--- src/rtl/fetch_prefetch_queue.sv ---
// Sequential instruction prefetcher feeding IF/ID: issues word fetches, buffers {pc, instr} in a FIFO.
// Optional FETCH_PERF_EN adds saturating stall/flush performance counters.
module fetch_prefetch_queue #(
  parameter int          DEPTH    = 4,
  parameter logic [31:0] RESET_PC = 32'h0000_0000
) (
  input  logic        clk,
  input  logic        rst,
  output logic        imem_req,
  output logic [31:0] imem_addr,
  input  logic        imem_gnt,
  input  logic        imem_rvalid,
  input  logic [31:0] imem_rdata,
  output logic        if_valid,
  output logic [31:0] if_instr,
  output logic [31:0] if_pc,
  input  logic        id_stall,
  input  logic        redirect_en,
  input  logic [31:0] redirect_pc
`ifdef FETCH_PERF_EN
  ,
  output logic [15:0] perf_stall_cnt,
  output logic [15:0] perf_flush_cnt
`endif
);

  localparam int AW = $clog2(DEPTH);
  localparam int PW = AW + 1;
  localparam int CW = AW + 2;

  logic [31:0]   r_fetch_pc;
  logic [31:0]   r_fifo_pc    [DEPTH];
  logic [31:0]   r_fifo_instr [DEPTH];
  logic [AW-1:0] r_rd_ptr;
  logic [AW-1:0] r_wr_ptr;
  logic [AW:0]   r_count;
  logic          r_inflight;
  logic [31:0]   r_inflight_pc;
  logic          r_squash;

  logic [CW-1:0] w_occ;
  logic          w_issue;
  logic          w_push;
  logic          w_pop;
  logic          w_valid;

  // Credits cover both buffered entries and the response still in flight.
  assign w_occ     = CW'(r_count) + CW'(r_inflight);
  assign imem_req  = !rst && !redirect_en && (w_occ < CW'(DEPTH));
  assign imem_addr = r_fetch_pc;
  assign w_issue   = imem_req && imem_gnt;

  assign w_valid   = !rst && (r_count != '0);
  assign w_push    = !rst && !redirect_en && imem_rvalid && r_inflight && !r_squash;
  assign w_pop     = !redirect_en && w_valid && !id_stall;

  assign if_valid  = w_valid;
  assign if_instr  = w_valid ? r_fifo_instr[r_rd_ptr] : '0;
  assign if_pc     = w_valid ? r_fifo_pc[r_rd_ptr]    : '0;

  always_ff @(posedge clk) begin
    if (rst) begin
      r_fetch_pc    <= RESET_PC;
      r_rd_ptr      <= '0;
      r_wr_ptr      <= '0;
      r_count       <= '0;
      r_inflight    <= 1'b0;
      r_inflight_pc <= '0;
      r_squash      <= 1'b0;
    end else if (redirect_en) begin
      r_fetch_pc <= {redirect_pc[31:2], 2'b00};
      r_rd_ptr   <= '0;
      r_wr_ptr   <= '0;
      r_count    <= '0;
      r_inflight <= 1'b0;
      r_squash   <= r_inflight | w_issue;
    end else begin
      r_inflight <= w_issue;
      if (w_issue) begin
        r_inflight_pc <= r_fetch_pc;
        r_fetch_pc    <= r_fetch_pc + 32'd4;
      end
      // Squash only ever guards the single response following a redirect.
      r_squash <= 1'b0;
      if (w_push) r_wr_ptr <= r_wr_ptr + AW'(1);
      if (w_pop)  r_rd_ptr <= r_rd_ptr + AW'(1);
      if (w_push && !w_pop)      r_count <= r_count + PW'(1);
      else if (!w_push && w_pop) r_count <= r_count - PW'(1);
    end
  end

  always_ff @(posedge clk) begin
    if (w_push) begin
      r_fifo_pc[r_wr_ptr]    <= r_inflight_pc;
      r_fifo_instr[r_wr_ptr] <= imem_rdata;
    end
  end

`ifdef FETCH_PERF_EN
  logic [15:0] r_perf_stall;
  logic [15:0] r_perf_flush;

  always_ff @(posedge clk) begin
    if (rst) begin
      r_perf_stall <= '0;
      r_perf_flush <= '0;
    end else begin
      if (w_valid && id_stall && (r_perf_stall != '1)) r_perf_stall <= r_perf_stall + 16'd1;
      if (redirect_en && (r_perf_flush != '1))         r_perf_flush <= r_perf_flush + 16'd1;
    end
  end

  assign perf_stall_cnt = r_perf_stall;
  assign perf_flush_cnt = r_perf_flush;
`endif

endmodule

--- config.mk ---
export PLATFORM = sky130hd
export DESIGN_NAME = fetch_prefetch_queue
export DESIGN_NICKNAME = d
export VERILOG_FILES = /design/src/rtl/fetch_prefetch_queue.sv
export SDC_FILE = /design/constraint.sdc
export NUM_CORES = 1
export LEC_CHECK = 0
export ABC_AREA = 0
export CAP_MARGIN = 15
export CORE_ASPECT_RATIO = 0.75
export CORE_MARGIN = 1
export CORE_UTILIZATION = 50
export CTS_BUF_LIST = sky130_fd_sc_hd__clkbuf_2
export CTS_CLUSTER_SIZE = 30
export DETAILED_ROUTE_END_ITERATION = 6
export PLACE_DENSITY = 0.74
export SYNTH_ARGS = -nofsm -noshare
export SYNTH_HDL_FRONTEND = slang
export SYNTH_SLANG_ARGS = --single-unit
--- constraint.sdc ---
create_clock -name clk -period 7.05 [get_ports clk]
set_input_delay 1.7625 -clock clk [delete_from_list [all_inputs] [get_ports clk]]
set_output_delay 1.7625 -clock clk [all_outputs]
set_load 0.005 [all_outputs]
# == Word level (Yosys, flattened, before mapping) ==
# Memories as Yosys holds them, arrays and structs flattened. A register that Yosys moved wholly into a read port is not among the register bits.
# Cells that the tools add are included.
# W data, S select, Z words.
# totals
regBits,73
mem_bits_rw,256
inputBits,70
out_inout_bits,98
wordCells,54
n_memories,2
# mem_list
name,depth,word_bits,read_ports,rd_ports_with_merged_regs,write_ports,line,rtl
r_fifo_instr,4,32,1,1,1,33,logic [31:0] r_fifo_instr [DEPTH];
r_fifo_pc,4,32,1,1,1,32,logic [31:0] r_fifo_pc [DEPTH];
# op_classes
addsub,6
magnitude_cmp,1
muxes,12
n_bitwise,2
reduce_logical,23
# ops
op,n
$mux W32,4
$add A32 B3 Y32 const B,1
$logic_and A1 B1 Y1,11
$mux W2,4
$logic_not A1 Y1,6
$mux W3,2
$add A2 B1 Y2 const B,2
$add A3 B1 Y4,1
$lt A4 B3 Y1 const B,1
$reduce_bool A2 Y1,2
$reduce_or A2 Y1,2
$add A3 B1 Y3 const B,1
$reduce_bool A3 Y1,1
$sub A3 B1 Y3 const B,1
$mux W1,2
$reduce_and A2 Y1,1
$not A1 Y1,1
$or A1 B1 Y1,1

# == Depth between registers and ports, before layout ==
# Gate-level depths: netlist of the first run.
# logic_depth
depth_word,9
depth_mapped,10
mapped_depth_nobuf,9

# == Least setup slack after synthesis of the first run ==
# OpenSTA, ideal clock, no wires.
# synth_path
path_kind,input port to output port
startpoint,input redirect_en
endpoint,output imem_req
arrival_time_ns,2.623
required_ns,5.287
path_slack_ns,2.665
stages,4
n_path_buf,2
path_cell_list,clkbuf_1 or2_2 clkbuf_1 nor3_1
# synth_via
elab_chain_len,3
# synth_rtl
item,line,rtl
"start, declared",18,"input logic redirect_en,"
$logic_not A1 Y1,49,assign imem_req = !rst && !redirect_en && (w_occ < CW'(DEPTH));
$logic_and A1 B1 Y1 (2 in series),49,
"end, declared",9,"output logic imem_req,"
# Every way passes these cells.

# == Worst setup path after layout of the first run ==
# layout_path
startpoint,input rst
endpoint,output imem_req
# layout_via
elab_chain_len,3
# layout_rtl
item,line,rtl
"start, declared",8,"input logic rst,"
$logic_not A1 Y1,49,
$logic_and A1 B1 Y1 (2 in series),49,
# Every way passes these cells.

==> impl_results.html, run 1 <==
<table>
<tr><th>Metric</th><th>Value</th></tr>
<tr><th colspan="2">Min path</th></tr>
<tr><td>Hold EP</td><td>r_inflight_pc[29]</td></tr>
<tr><td>Min-delay worst type</td><td>flip-flop to flip-flop</td></tr>
<tr><td>Number of cells on the worst hold path</td><td>2</td></tr>
<tr><td>Min-delay src</td><td>imem_addr[29]</td></tr>
<tr><th colspan="2">Timing</th></tr>
<tr><td>Final cycle utilization of the critical path</td><td>0.7652</td></tr>
<tr><td>Final setup violation count</td><td>0</td></tr>
<tr><td>Headroom to the max-slew limit</td><td>0.3216</td></tr>
<tr><td>Final critical-path required period</td><td>5395 ps</td></tr>
<tr><td>Final number of hold-violating endpoints</td><td>0</td></tr>
<tr><td>RSZ-0062 raised after global routing</td><td>no</td></tr>
<tr><td>Sum of negative setup slack</td><td>0 ps</td></tr>
<tr><td>Transition at the pin with the smallest max-transition slack</td><td>1018 ps</td></tr>
<tr><td>Clock skew after layout</td><td>61.34 ps</td></tr>
<tr><td>Slew Viols, Final</td><td>0</td></tr>
<tr><td>F_max</td><td>0.1854 GHz</td></tr>
<tr><th colspan="2">Die</th></tr>
<tr><td>Core Footprint</td><td>0.02490 mm2</td></tr>
<tr><td>Die ar.</td><td>0.02601 mm2</td></tr>
<tr><td>Die height</td><td>139.9 um</td></tr>
<tr><td>Ports placed on the boundary</td><td>168</td></tr>
<tr><td>Cell Rows</td><td>50</td></tr>
<tr><td>Die width</td><td>185.9 um</td></tr>
<tr><td>Initial Utilization</td><td>0.5094</td></tr>
<tr><th colspan="2">Clock tree</th></tr>
<tr><td>CTS root buffer</td><td>sky130_fd_sc_hd__clkbuf_2</td></tr>
<tr><td>Number of resized instances in the post-cts repair step</td><td>0</td></tr>
<tr><td>Count of hold-fix buffers inserted at cts</td><td>0</td></tr>
<tr><td>Depth of the CTS H-tree</td><td>3</td></tr>
<tr><td>Clock buffers created by TritonCTS</td><td>76</td></tr>
<tr><td>CTS tree</td><td>yes</td></tr>
<tr><td>Number of clock sinks</td><td>319</td></tr>
<tr><td>Insertion delay of the later-clocked pin in the worst-skew pair</td><td>860 ps</td></tr>
<tr><td>Clock Tree Buf Depth</td><td>3</td></tr>
<tr><td>Buffers inserted by post-CTS timing repair</td><td>0</td></tr>
<tr><td>Clock Pin Slew Worst Setup and Hold Paths</td><td>110 ps</td></tr>
<tr><th colspan="2">Yosys</th></tr>
<tr><td>Cell count after synthesis</td><td>807</td></tr>
<tr><td>Most used standard cell by instance count after synthesis</td><td>sky130_fd_sc_hd__edfxtp_1</td></tr>
<tr><td>Total of flip-flops plus latches after synthesis</td><td>319</td></tr>
<tr><td>Post-synth top cells</td><td>sky130_fd_sc_hd__edfxtp_1 (248), sky130_fd_sc_hd__nand2_1 (93), sky130_fd_sc_hd__dfxtp_1 (71)</td></tr>
<tr><td>Part of the Yosys area used for sequential elements</td><td>0.6992</td></tr>
<tr><td>Post-synth top flop</td><td>sky130_fd_sc_hd__edfxtp_1</td></tr>
<tr><td>Post-synthesis instance area</td><td>0.01268 mm2</td></tr>
<tr><td>Post-synthesis async set-or-reset flop share</td><td>0</td></tr>
<tr><td>Number of library cell types mapped by synthesis</td><td>57</td></tr>
<tr><td>Ranking of synthesized cells by area</td><td>sky130_fd_sc_hd__edfxtp_1 (59%), sky130_fd_sc_hd__dfxtp_1 (11%), sky130_fd_sc_hd__mux4_2 (11%)</td></tr>
<tr><td>Cell type contributing the most total cell area after synthesis</td><td>sky130_fd_sc_hd__edfxtp_1</td></tr>
<tr><td>Area share of the largest cell type after synthesis</td><td>0.5872</td></tr>
<tr><td>Post-Syn Area per Cell</td><td>15.72 um2</td></tr>
<tr><td>Count of flip-flops with a built-in enable after synthesis</td><td>248</td></tr>
<tr><td>Warning count from the yosys run</td><td>0</td></tr>
<tr><th colspan="2">Power</th></tr>
<tr><td>Largest vdd supply drop</td><td>0.1222 mV</td></tr>
<tr><td>Overall power of the completed layout</td><td>3.377 mW</td></tr>
<tr><td>Power per standard cell area</td><td>220.9 mW/mm2</td></tr>
<tr><td>Static leakage</td><td>4.982 nW</td></tr>
<tr><th colspan="2">Detailed routing</th></tr>
<tr><td>First drt pass iteration count</td><td>5</td></tr>
<tr><td>Drt first-iter violations</td><td>596</td></tr>
<tr><td>Total via count after detailed routing</td><td>7,585</td></tr>
<tr><td>Routed wire length</td><td>26,950 um</td></tr>
<tr><td>Post-route DRC</td><td>0</td></tr>
<tr><td>Number of nets with antenna violations after routing</td><td>0</td></tr>
<tr><td>Drt wl/cell</td><td>19.17 um</td></tr>
<tr><td>Vias per cell</td><td>5.395</td></tr>
<tr><th colspan="2">Global route</th></tr>
<tr><td>Vias in the first global route</td><td>7,605</td></tr>
<tr><td>Total overflow reported by the global router</td><td>0</td></tr>
<tr><td>Largest net degree at the start of global routing</td><td>63</td></tr>
<tr><td>Wire length of the first global-routing pass</td><td>41,920 um</td></tr>
<tr><td>Initial antenna violation count</td><td>1</td></tr>
<tr><td>Overall Global Routing Usage</td><td>0.2145</td></tr>
<tr><th colspan="2">Setup path</th></tr>
<tr><td>Critical Path Sink Type</td><td>output pin</td></tr>
<tr><td>Crit path kind</td><td>input pin to output pin</td></tr>
<tr><td>Critical register-to-register path endpoint</td><td>imem_addr[25]</td></tr>
<tr><td>Critical-path maximum fanout</td><td>61</td></tr>
<tr><td>Data arrival time of the worst path</td><td>3630 ps</td></tr>
<tr><td>Reg2reg path depth</td><td>6</td></tr>
<tr><td>Source of the worst register-to-register timing path</td><td>r_count[2]</td></tr>
<tr><td>Setup crit start kind</td><td>input pin</td></tr>
<tr><td>Required arrival time at the worst endpoint</td><td>5290 ps</td></tr>
<tr><td>Flop-to-flop setup slack</td><td>4600 ps</td></tr>
<tr><th colspan="2">Cells and area</th></tr>
<tr><td>Final antenna diode count</td><td>0</td></tr>
<tr><td>Fill cell total of the finished layout</td><td>1,955</td></tr>
<tr><td>Fraction of layout cells with a size suffix above 1</td><td>0.2004</td></tr>
<tr><td>Syn-to-layout area delta</td><td>20.55%</td></tr>
<tr><td>Area occupied by multi-input gates</td><td>0.003596 mm2</td></tr>
<tr><td>Area of all sequential standard cells</td><td>0.008876 mm2</td></tr>
<tr><td>Number of nets in the finished design</td><td>1,085</td></tr>
<tr><td>Finished layout cell area</td><td>0.01529 mm2</td></tr>
<tr><th colspan="2">Job</th></tr>
<tr><td>Reported max-cap violation count</td><td>0</td></tr>
<tr><th colspan="2">Placement</th></tr>
<tr><td>Cell area after placement</td><td>0.01459 mm2</td></tr>
<tr><td>Detail Placement HPWL</td><td>15,580 um</td></tr>
<tr><td>Weighted congestion at the end of routability-driven global placement</td><td>0.8373</td></tr>
<tr><td>Number of port buffers</td><td>161</td></tr>
<tr><th colspan="2">Status</th></tr>
<tr><td>Outcome</td><td>completed</td></tr>
</table>
-- cells by family after synthesis --
| group | count (synthesis) | synth area share |
|---|---|---|
| AO/OA/AOI/OAI | 87 | 0.04114 |
| XOR/XNOR | 19 | 0.01312 |
| adder cells (fa/ha/maj) | 7 | 0.007497 |
| buffers and inverters | 59 | 0.01973 |
| flip-flops | 319 | 0.6992 |
| multiplexers | 69 | 0.1157 |
| other | 1 | 0.0002957 |
| AND/OR/NAND/NOR | 246 | 0.1033 |
-- layout by cell type (no fill, tap or decap), types with 3 or more instances in the layout --
cell type,instances
sky130_fd_sc_hd__xnor2_1,10
sky130_fd_sc_hd__clkdlybuf4s50_1,160
sky130_fd_sc_hd__nand2b_1,3
sky130_fd_sc_hd__a21oi_1,44
sky130_fd_sc_hd__mux4_2,62
sky130_fd_sc_hd__a22oi_1,6
sky130_fd_sc_hd__edfxtp_1,248
sky130_fd_sc_hd__a31oi_1,6
sky130_fd_sc_hd__clkinv_1,11
sky130_fd_sc_hd__o21a_1,4
sky130_fd_sc_hd__xor2_1,9
sky130_fd_sc_hd__ha_1,6
sky130_fd_sc_hd__nand3_1,6
sky130_fd_sc_hd__inv_1,12
sky130_fd_sc_hd__o21ai_0,9
sky130_fd_sc_hd__nor4_1,4
sky130_fd_sc_hd__nor3_1,10
sky130_fd_sc_hd__nor2b_1,5
sky130_fd_sc_hd__and3_1,3
sky130_fd_sc_hd__and2_1,63
sky130_fd_sc_hd__inv_2,3
sky130_fd_sc_hd__and4_1,4
sky130_fd_sc_hd__o22ai_1,5
sky130_fd_sc_hd__buf_4,5
sky130_fd_sc_hd__dfxtp_1,69
sky130_fd_sc_hd__nand4_1,11
sky130_fd_sc_hd__nand2_1,92
sky130_fd_sc_hd__clkinv_2,3
sky130_fd_sc_hd__nor2_1,20
sky130_fd_sc_hd__nand3b_1,3
sky130_fd_sc_hd__and2_4,4
sky130_fd_sc_hd__clkbuf_2,120
sky130_fd_sc_hd__mux2i_1,6
sky130_fd_sc_hd__conb_1,4
-- cell type report --
| type | instances | share of cell area |
|---|---|---|
| repair buffers | 166 | 0.1075 |
| clock inverters | 18 | 0.006628 |
| multi-input cells | 432 | 0.2352 |
| clock buffers | 120 | 0.03928 |
| flip-flops and latches | 319 | 0.5805 |
| well taps | 338 | 0.02766 |
| inverters | 13 | 0.003191 |
-- report_power, final --
part | internal (mW) | switching [mW] | total [mW]
clock | 0.485 | 0.703 | 1.19
sequential | 2.03 | 0.0257 | 2.05
combinational | 0.0751 | 0.0612 | 0.136
-- metal layers --
layer	GRT usage	up-vias	share of wire
met3	0.06578	48	0.081
met1	0.3005	3728	0.45
met5	0	-	0
li1	-	3522	-
met2	0.3185	287	0.45
met4	0.07636	0	0.020
-- flip-flops by register name, summed over array words and instances, names as in the netlist, named ones only --
register / count
r_fifo_instr: 128
r_fifo_pc: 120
imem_addr: 30
r_inflight_pc: 30
r_count: 3
r_rd_ptr: 2
r_wr_ptr: 2
r_inflight: 1
r_squash: 1
-- worst max path at each step --
| stage | startpoint | endpoint | slack (ps) | depth (start not counted) |
|---|---|---|---|---|
| after CTS | flip-flop | if_pc[23] | 1610 | 4 |
| after global routing | flip-flop | if_instr[4] | 1490 | 4 |
| after detailed placement | rst | if_instr[5] | 1620 | 5 |
| after floorplan | redirect_en | imem_req | 2660 | 4 |
| after global placement | rst | if_instr[0] | 1640 | 5 |
| final | rst | imem_req | 1660 | 5 |
-- critical path, stage by stage --
cell	delay, ps
sky130_fd_sc_hd__buf_2	120
sky130_fd_sc_hd__buf_4	340
sky130_fd_sc_hd__or2_2	500
sky130_fd_sc_hd__nor3_1	330
sky130_fd_sc_hd__clkdlybuf4s50_1	560
-- per-stage QoR --
stage	worst slack, ps	utilization	instances	hold WS [ps]
floorplan	2665	-	810	460.0
global placement	1640	0.5859	1268	482.0
detailed placement	1616	0.5859	1268	490.4
CTS	1611	0.6141	1406	460.9
global route	1493	0.6141	1406	480.8
finish	1655	0.6141	1406	493.9
(Power assumes the default switching activity.)
==> run 2: changes to the inputs <==
PLACE_DENSITY = 0.76   (was 0.74)
clock period = 4.4 ns   (was 7.05 ns; I/O delays follow)
==> impl_results.html, run 2 (same netlist as run 1, synthesis figures left out) <==
<table>
<tr><th>Metric</th><th>Value</th></tr>
<tr><th colspan="2">Die</th></tr>
<tr><td>Ports placed on the boundary</td><td>168 (unchanged)</td></tr>
<tr><td>Core Footprint</td><td>0.02490 mm2 (unchanged)</td></tr>
<tr><td>Initial Utilization</td><td>0.5094 (unchanged)</td></tr>
<tr><td>Die height</td><td>139.9 um (unchanged)</td></tr>
<tr><td>Die width</td><td>185.9 um (unchanged)</td></tr>
<tr><td>Cell Rows</td><td>50 (unchanged)</td></tr>
<tr><td>Die ar.</td><td>0.02601 mm2 (unchanged)</td></tr>
<tr><th colspan="2">Global route</th></tr>
<tr><td>Largest net degree at the start of global routing</td><td>50 (-21%)</td></tr>
<tr><td>Overall Global Routing Usage</td><td>0.2138 (-0.0006731)</td></tr>
<tr><td>Total overflow reported by the global router</td><td>0 (unchanged)</td></tr>
<tr><td>Initial antenna violation count</td><td>0 (-1)</td></tr>
<tr><td>Wire length of the first global-routing pass</td><td>42,080 um (+0.40%)</td></tr>
<tr><td>Vias in the first global route</td><td>7,731 (+1.7%)</td></tr>
<tr><th colspan="2">Timing</th></tr>
<tr><td>Final number of hold-violating endpoints</td><td>0 (unchanged)</td></tr>
<tr><td>Final critical-path required period</td><td>4098 ps</td></tr>
<tr><td>Final setup violation count</td><td>0 (unchanged)</td></tr>
<tr><td>RSZ-0062 raised after global routing</td><td>no</td></tr>
<tr><td>Slew Viols, Final</td><td>0 (unchanged)</td></tr>
<tr><td>Final cycle utilization of the critical path</td><td>0.9313</td></tr>
<tr><td>Transition at the pin with the smallest max-transition slack</td><td>1207 ps (+189.7 ps)</td></tr>
<tr><td>Headroom to the max-slew limit</td><td>0.1878 (-0.1339)</td></tr>
<tr><td>Clock skew after layout</td><td>79.95 ps (+18.62 ps)</td></tr>
<tr><td>F_max</td><td>0.2440 GHz</td></tr>
<tr><td>Sum of negative setup slack</td><td>0 ps (unchanged)</td></tr>
<tr><th colspan="2">Clock tree</th></tr>
<tr><td>CTS tree</td><td>yes</td></tr>
<tr><td>Insertion delay of the later-clocked pin in the worst-skew pair</td><td>840 ps (-20 ps)</td></tr>
<tr><td>Clock buffers created by TritonCTS</td><td>77 (+1.3%)</td></tr>
<tr><td>Clock Pin Slew Worst Setup and Hold Paths</td><td>110 ps (about the same)</td></tr>
<tr><td>Number of resized instances in the post-cts repair step</td><td>0 (unchanged)</td></tr>
<tr><td>Depth of the CTS H-tree</td><td>3 (unchanged)</td></tr>
<tr><td>Number of clock sinks</td><td>319 (unchanged)</td></tr>
<tr><td>Count of hold-fix buffers inserted at cts</td><td>0 (unchanged)</td></tr>
<tr><td>Buffers inserted by post-CTS timing repair</td><td>0 (unchanged)</td></tr>
<tr><td>CTS root buffer</td><td>sky130_fd_sc_hd__clkbuf_2</td></tr>
<tr><td>Clock Tree Buf Depth</td><td>3 (unchanged)</td></tr>
<tr><th colspan="2">Setup path</th></tr>
<tr><td>Required arrival time at the worst endpoint</td><td>3300 ps (-1990 ps)</td></tr>
<tr><td>Critical Path Sink Type</td><td>output pin</td></tr>
<tr><td>Crit path max-delay family</td><td>buffers and inverters</td></tr>
<tr><td>Number of stages on the worst setup path</td><td>4 (-1)</td></tr>
<tr><td>Slowest cell on crit path</td><td>sky130_fd_sc_hd__dfxtp_4</td></tr>
<tr><td>Setup crit start kind</td><td>flip-flop</td></tr>
<tr><td>Critical-path maximum fanout</td><td>23 (-62%)</td></tr>
<tr><td>Worst path max stage delay</td><td>680 ps (+120 ps)</td></tr>
<tr><td>Data arrival time of the worst path</td><td>3000 ps (-630 ps)</td></tr>
<tr><td>Reg2reg path depth</td><td>5 (-1)</td></tr>
<tr><td>Crit path kind</td><td>flip-flop to output pin</td></tr>
<tr><td>Total buffers and inverters traversed by the critical path</td><td>2 (-1)</td></tr>
<tr><td>List of cells traversed by the critical path</td><td>buf_4 &gt; mux4_2 &gt; and2_1 &gt; clkdlybuf4s50_1</td></tr>
<tr><th colspan="2">Cells and area</th></tr>
<tr><td>Final standard cell count with taps included and fillers excluded</td><td>1,415 (+0.64%)</td></tr>
<tr><td>Number of nets in the finished design</td><td>1,095 (+0.92%)</td></tr>
<tr><td>Max reg flops</td><td>128 (unchanged)</td></tr>
<tr><td>Fill cell total of the finished layout</td><td>1,972 (+0.87%)</td></tr>
<tr><td>Biggest register</td><td>r_fifo_instr</td></tr>
<tr><td>Most common library cell in the layout ignoring fill and taps</td><td>sky130_fd_sc_hd__edfxtp_1</td></tr>
<tr><td>Final antenna diode count</td><td>0 (unchanged)</td></tr>
<tr><td>Syn-to-layout area delta</td><td>21.67%</td></tr>
<tr><td>Registers with the most flip-flops</td><td>r_fifo_instr x128, r_fifo_pc x120</td></tr>
<tr><td>Fraction of layout cells with a size suffix above 1</td><td>0.2015 (+0.001111)</td></tr>
<tr><td>Most used cells in the layout excluding fill and tap cells</td><td>sky130_fd_sc_hd__edfxtp_1 (248), sky130_fd_sc_hd__clkdlybuf4s50_1 (160), sky130_fd_sc_hd__clkbuf_2 (115)</td></tr>
<tr><th colspan="2">Power</th></tr>
<tr><td>Static leakage</td><td>5.038 nW (+1.1%)</td></tr>
<tr><td>Largest vdd supply drop</td><td>0.1444 mV (+18%)</td></tr>
<tr><td>Power per standard cell area</td><td>349.2 mW/mm2 (+58%)</td></tr>
<tr><th colspan="2">Detailed routing</th></tr>
<tr><td>Routed wire length</td><td>26,960 um (about the same)</td></tr>
<tr><td>Drt first-iter violations</td><td>629 (+5.5%)</td></tr>
<tr><td>Post-route DRC</td><td>0 (unchanged)</td></tr>
<tr><td>Total via count after detailed routing</td><td>7,727 (+1.9%)</td></tr>
<tr><td>First drt pass iteration count</td><td>7 (+2)</td></tr>
<tr><td>Number of nets with antenna violations after routing</td><td>0 (unchanged)</td></tr>
<tr><td>Vias per cell</td><td>5.461 (+1.2%)</td></tr>
<tr><td>Drt wl/cell</td><td>19.05 um (-0.62%)</td></tr>
<tr><th colspan="2">Placement</th></tr>
<tr><td>Number of port buffers</td><td>161 (unchanged)</td></tr>
<tr><td>Weighted congestion at the end of routability-driven global placement</td><td>0.8460 (+1.0%)</td></tr>
<tr><td>Placed cells</td><td>1,277 (+0.71%)</td></tr>
<tr><td>Detail Placement HPWL</td><td>16,670 um (+7.0%)</td></tr>
<tr><th colspan="2">Job</th></tr>
<tr><td>Reported max-cap violation count</td><td>0 (unchanged)</td></tr>
<tr><th colspan="2">Min path</th></tr>
<tr><td>Min-delay worst type</td><td>flip-flop to flip-flop</td></tr>
<tr><td>Number of cells on the worst hold path</td><td>0 (-2)</td></tr>
<tr><th colspan="2">Status</th></tr>
<tr><td>Outcome</td><td>completed</td></tr>
</table>
[run 2: area by class of cell]
cell class / instances / area [um2] / share of cell area
Multi-Input combinational cell: 432 / 3596 / 0.2330
Sequential cell: 319 / 8876 / 0.5752
Inverter: 13 / 48.80 / 0.003162
Clock buffer: 115 / 575.6 / 0.03730
Clock inverter: 23 / 113.9 / 0.007378
Tap cell: 338 / 422.9 / 0.02740
Timing Repair Buffer: 175 / 1799 / 0.1166
[run 2: stage by stage]
stage	instance area (um2)	total power [mW]	setup slack [ps]	hold slack [ps]	utilization
final	15430	5.390	302.2	478.0	0.6198
after global routing	15430	5.626	41.86	508.2	0.6198
after CTS	15430	5.450	174.3	484.0	0.6198
after detailed placement	14740	3.574	541.5	491.0	0.5921
after global placement	14740	3.571	543.5	483.4	0.5921
after floorplan	12690	3.431	718.3	460.0	-
[run 2: final timing paths]
check	startpoint	end	slack, ps
hold reg to reg	r_inflight_pc[17]	r_fifo_pc[2][17]	480
setup reg to reg	imem_addr[5]	imem_addr[29]	1770
hold / removal	r_inflight_pc[17]	r_fifo_pc[2][17]	480
setup / recovery	flip-flop	if_pc[6]	300
[run 2: where the power goes]
part           internal (mW)  leakage (nW)  total, mW  switching, mW
Clock                  0.753         0.539       1.88           1.13
Sequential              3.25          2.77       3.29         0.0423
Combinational          0.122          1.73      0.217         0.0956
[run 2: worst register-to-register path, delay by kind of cell, from the launching register on]
family                    cells  cell delay [ps]
xor gates and xnor gates      1              190
DFF                           1              570
and+or+nand+nor               3             1590
AOI/OAI and AO/OA             1               90
[run 2: metal layers]
metal | GRT usage | share of wire | vias up
met1 | 0.3070 | 0.45 | 3807
met4 | 0.07377 | 0.020 | 0
li1 | - | - | 3539
met5 | 0 | 0 | -
met2 | 0.3160 | 0.46 | 327
met3 | 0.05850 | 0.077 | 54
==> run 3: changes to the inputs <==
CTS_CLUSTER_DIAMETER = 150   (was not set)
CTS_CLUSTER_SIZE = 8   (was 30)
REMOVE_ABC_BUFFERS = 1   (was not set)
==> impl_results.html, run 3 (same netlist as run 1, synthesis figures left out) <==
<table>
<tr><th>Metric</th><th>Value</th></tr>
<tr><th colspan="2">Setup path</th></tr>
<tr><td>List of cells traversed by the critical path</td><td>buf_4 &gt; mux4_2 &gt; and2_1 &gt; clkdlybuf4s50_1</td></tr>
<tr><td>Required arrival time at the worst endpoint</td><td>3300 ps (about the same)</td></tr>
<tr><td>Setup crit start kind</td><td>flip-flop</td></tr>
<tr><td>Critical Path Sink Type</td><td>output pin</td></tr>
<tr><td>Slowest cell on crit path</td><td>sky130_fd_sc_hd__dfxtp_4</td></tr>
<tr><td>Data arrival time of the worst path</td><td>3030 ps (+30 ps)</td></tr>
<tr><td>Worst path max stage delay</td><td>690 ps (about the same)</td></tr>
<tr><td>Critical-path maximum fanout</td><td>21 (-8.7%)</td></tr>
<tr><td>Crit path kind</td><td>flip-flop to output pin</td></tr>
<tr><th colspan="2">Timing</th></tr>
<tr><td>Final critical-path required period</td><td>4125 ps (+27.55 ps)</td></tr>
<tr><td>Transition at the pin with the smallest max-transition slack</td><td>689.2 ps (-518.1 ps)</td></tr>
<tr><td>Slew Viols, Final</td><td>0 (unchanged)</td></tr>
<tr><td>F_max</td><td>0.2424 GHz (-0.67%)</td></tr>
<tr><td>Clock skew after layout</td><td>68.79 ps (-11.16 ps)</td></tr>
<tr><td>Final cycle utilization of the critical path</td><td>0.9376 (+0.006261)</td></tr>
<tr><td>Final setup violation count</td><td>0 (unchanged)</td></tr>
<tr><td>RSZ-0062 raised after global routing</td><td>no</td></tr>
<tr><td>Headroom to the max-slew limit</td><td>0.5363 (+0.3486)</td></tr>
<tr><td>Final number of hold-violating endpoints</td><td>0 (unchanged)</td></tr>
<tr><th colspan="2">Die</th></tr>
<tr><td>Die ar.</td><td>0.02601 mm2 (unchanged)</td></tr>
<tr><td>Die width</td><td>185.9 um (unchanged)</td></tr>
<tr><td>Core Footprint</td><td>0.02490 mm2 (unchanged)</td></tr>
<tr><td>Cell Rows</td><td>50 (unchanged)</td></tr>
<tr><td>Initial Utilization</td><td>0.5094 (unchanged)</td></tr>
<tr><td>Ports placed on the boundary</td><td>168 (unchanged)</td></tr>
<tr><td>Die height</td><td>139.9 um (unchanged)</td></tr>
<tr><th colspan="2">Detailed routing</th></tr>
<tr><td>Drt wl/cell</td><td>19.49 um (+2.3%)</td></tr>
<tr><td>Total via count after detailed routing</td><td>7,405 (-4.2%)</td></tr>
<tr><td>First drt pass iteration count</td><td>4 (-3)</td></tr>
<tr><td>Number of nets with antenna violations after routing</td><td>0 (unchanged)</td></tr>
<tr><td>Drt first-iter violations</td><td>526 (-16%)</td></tr>
<tr><td>Vias per cell</td><td>5.417 (-0.80%)</td></tr>
<tr><td>Post-route DRC</td><td>0 (unchanged)</td></tr>
<tr><td>Routed wire length</td><td>26,640 um (-1.2%)</td></tr>
<tr><th colspan="2">Global route</th></tr>
<tr><td>Largest net degree at the start of global routing</td><td>48 (-4.0%)</td></tr>
<tr><td>Initial antenna violation count</td><td>2 (+2)</td></tr>
<tr><td>Wire length of the first global-routing pass</td><td>41,820 um (-0.62%)</td></tr>
<tr><td>Overall Global Routing Usage</td><td>0.2126 (-0.001250)</td></tr>
<tr><td>Total overflow reported by the global router</td><td>0 (unchanged)</td></tr>
<tr><td>Vias in the first global route</td><td>7,642 (-1.2%)</td></tr>
<tr><th colspan="2">Cells and area</th></tr>
<tr><td>Max reg flops</td><td>128 (unchanged)</td></tr>
<tr><td>Syn-to-layout area delta</td><td>19.67%</td></tr>
<tr><td>Most used cells in the layout excluding fill and tap cells</td><td>sky130_fd_sc_hd__edfxtp_1 (248), sky130_fd_sc_hd__clkdlybuf4s50_1 (160), sky130_fd_sc_hd__nand2_1 (92)</td></tr>
<tr><td>Fraction of layout cells with a size suffix above 1</td><td>0.1792 (-0.02232)</td></tr>
<tr><td>Area of all sequential standard cells</td><td>0.008876 mm2 (unchanged)</td></tr>
<tr><td>Biggest register</td><td>r_fifo_instr</td></tr>
<tr><td>Area occupied by multi-input gates</td><td>0.003596 mm2 (unchanged)</td></tr>
<tr><td>Number of nets in the finished design</td><td>1,069 (-2.4%)</td></tr>
<tr><td>Registers with the most flip-flops</td><td>r_fifo_instr x128, r_fifo_pc x120</td></tr>
<tr><td>Fill cell total of the finished layout</td><td>1,943 (-1.5%)</td></tr>
<tr><td>Finished layout cell area</td><td>0.01518 mm2 (-1.6%)</td></tr>
<tr><td>Most common library cell in the layout ignoring fill and taps</td><td>sky130_fd_sc_hd__edfxtp_1</td></tr>
<tr><th colspan="2">Clock tree</th></tr>
<tr><td>Clock buffers created by TritonCTS</td><td>45 (-42%)</td></tr>
<tr><td>Buffers inserted by post-CTS timing repair</td><td>0 (unchanged)</td></tr>
<tr><td>CTS root buffer</td><td>sky130_fd_sc_hd__clkbuf_2</td></tr>
<tr><td>Depth of the CTS H-tree</td><td>2 (-1)</td></tr>
<tr><td>Clock Pin Slew Worst Setup and Hold Paths</td><td>150 ps (+40 ps)</td></tr>
<tr><td>Clock Tree Buf Depth</td><td>3 (unchanged)</td></tr>
<tr><td>Number of clock sinks</td><td>319 (unchanged)</td></tr>
<tr><td>Insertion delay of the later-clocked pin in the worst-skew pair</td><td>810 ps (-30 ps)</td></tr>
<tr><td>Number of resized instances in the post-cts repair step</td><td>0 (unchanged)</td></tr>
<tr><td>Count of hold-fix buffers inserted at cts</td><td>0 (unchanged)</td></tr>
<tr><td>CTS tree</td><td>yes</td></tr>
<tr><th colspan="2">Power</th></tr>
<tr><td>Proportion of power drawn by flip-flops and latches</td><td>0.665 (+0.054)</td></tr>
<tr><td>Combinational share of power</td><td>0.045 (+0.005)</td></tr>
<tr><td>Share of total power consumed by net switching</td><td>0.2252 (-0.009739)</td></tr>
<tr><td>Overall power of the completed layout</td><td>4.946 mW (-8.2%)</td></tr>
<tr><td>Part of the power in the clock network</td><td>0.290 (-0.059)</td></tr>
<tr><td>Power per standard cell area</td><td>325.8 mW/mm2 (-6.7%)</td></tr>
<tr><td>Internal power</td><td>3.832 mW (-7.1%)</td></tr>
<tr><td>Switching power</td><td>1.114 mW (-12%)</td></tr>
<tr><td>Static leakage</td><td>4.862 nW (-3.5%)</td></tr>
<tr><td>Largest vdd supply drop</td><td>0.1802 mV (+25%)</td></tr>
<tr><th colspan="2">Min path</th></tr>
<tr><td>Min-delay worst type</td><td>flip-flop to flip-flop</td></tr>
<tr><th colspan="2">Placement</th></tr>
<tr><td>Weighted congestion at the end of routability-driven global placement</td><td>0.8285 (-2.1%)</td></tr>
<tr><td>Detail Placement HPWL</td><td>17,140 um (+2.8%)</td></tr>
<tr><td>Number of port buffers</td><td>161 (unchanged)</td></tr>
<tr><td>Cell area after placement</td><td>0.01476 mm2 (+0.14%)</td></tr>
<tr><th colspan="2">Job</th></tr>
<tr><td>Reported max-cap violation count</td><td>0 (unchanged)</td></tr>
<tr><th colspan="2">Status</th></tr>
<tr><td>Outcome</td><td>completed</td></tr>
</table>
[run 3: routing by layer]
metal,vias up,routed length (um),global-route usage
met1,3626,12030,0.3037
li1,3458,-,-
met5,-,10,0
met3,51,1897,0.04654
met4,2,601,0.07161
met2,268,12110,0.3250
[run 3: final timing paths]
check,from,endpoint,slack (ps),depth (start not counted)
worst max register to register,r_count[2],r_count[2],2020,9
worst min register to register,r_inflight_pc[26],r_fifo_pc[2][26],470,0
worst min-delay path,r_inflight_pc[26],r_fifo_pc[2][26],470,0
worst max-delay path,flip-flop,if_pc[31],270,4
[run 3: through the flow]
step | hold slack, ps | util | worst slack [ps] | TNS, ps | cells
after detailed placement | 489.4 | 0.5929 | 626.9 | 0 | 1283
after global placement | 482.3 | 0.5929 | 609.2 | 0 | 1283
after floorplan | 457.6 | - | -161.7 | -10030 | 764
after global routing | 485.5 | 0.6094 | 76.10 | 0 | 1365
after CTS | 477.3 | 0.6094 | 142.1 | 0 | 1365
final | 471.3 | 0.6096 | 274.6 | 0 | 1367
[run 3: critical path, delay by kind of cell, from the launching register on]
kind | cells | cell delay, ps
flops | 1 | 690
mux | 1 | 570
simple gates | 1 | 180
buf+inv | 2 | 820
[run 3: final cells by class]
class | count | share of cell area
timing repair buffer | 181 | 0.1199
inverter | 13 | 0.003215
clock buffer | 79 | 0.02605
clock inverter | 3 | 0.0009892
sequential | 319 | 0.5848
antenna | 2 | 0.0003297
tap | 338 | 0.02786
multi-input combinational | 432 | 0.2369
[run 3: power groups by stage]
stage / sequential [mW] / combinational (mW) / clock (mW)
2_1_floorplan: 3.35 / 0.0659 / 0
3_3_place_gp: 3.36 / 0.218 / 0
3_5_place_dp: 3.36 / 0.222 / 0
4_1_cts: 3.29 / 0.224 / 1.48
5_1_grt: 3.30 / 0.241 / 1.62
6_report: 3.29 / 0.223 / 1.43
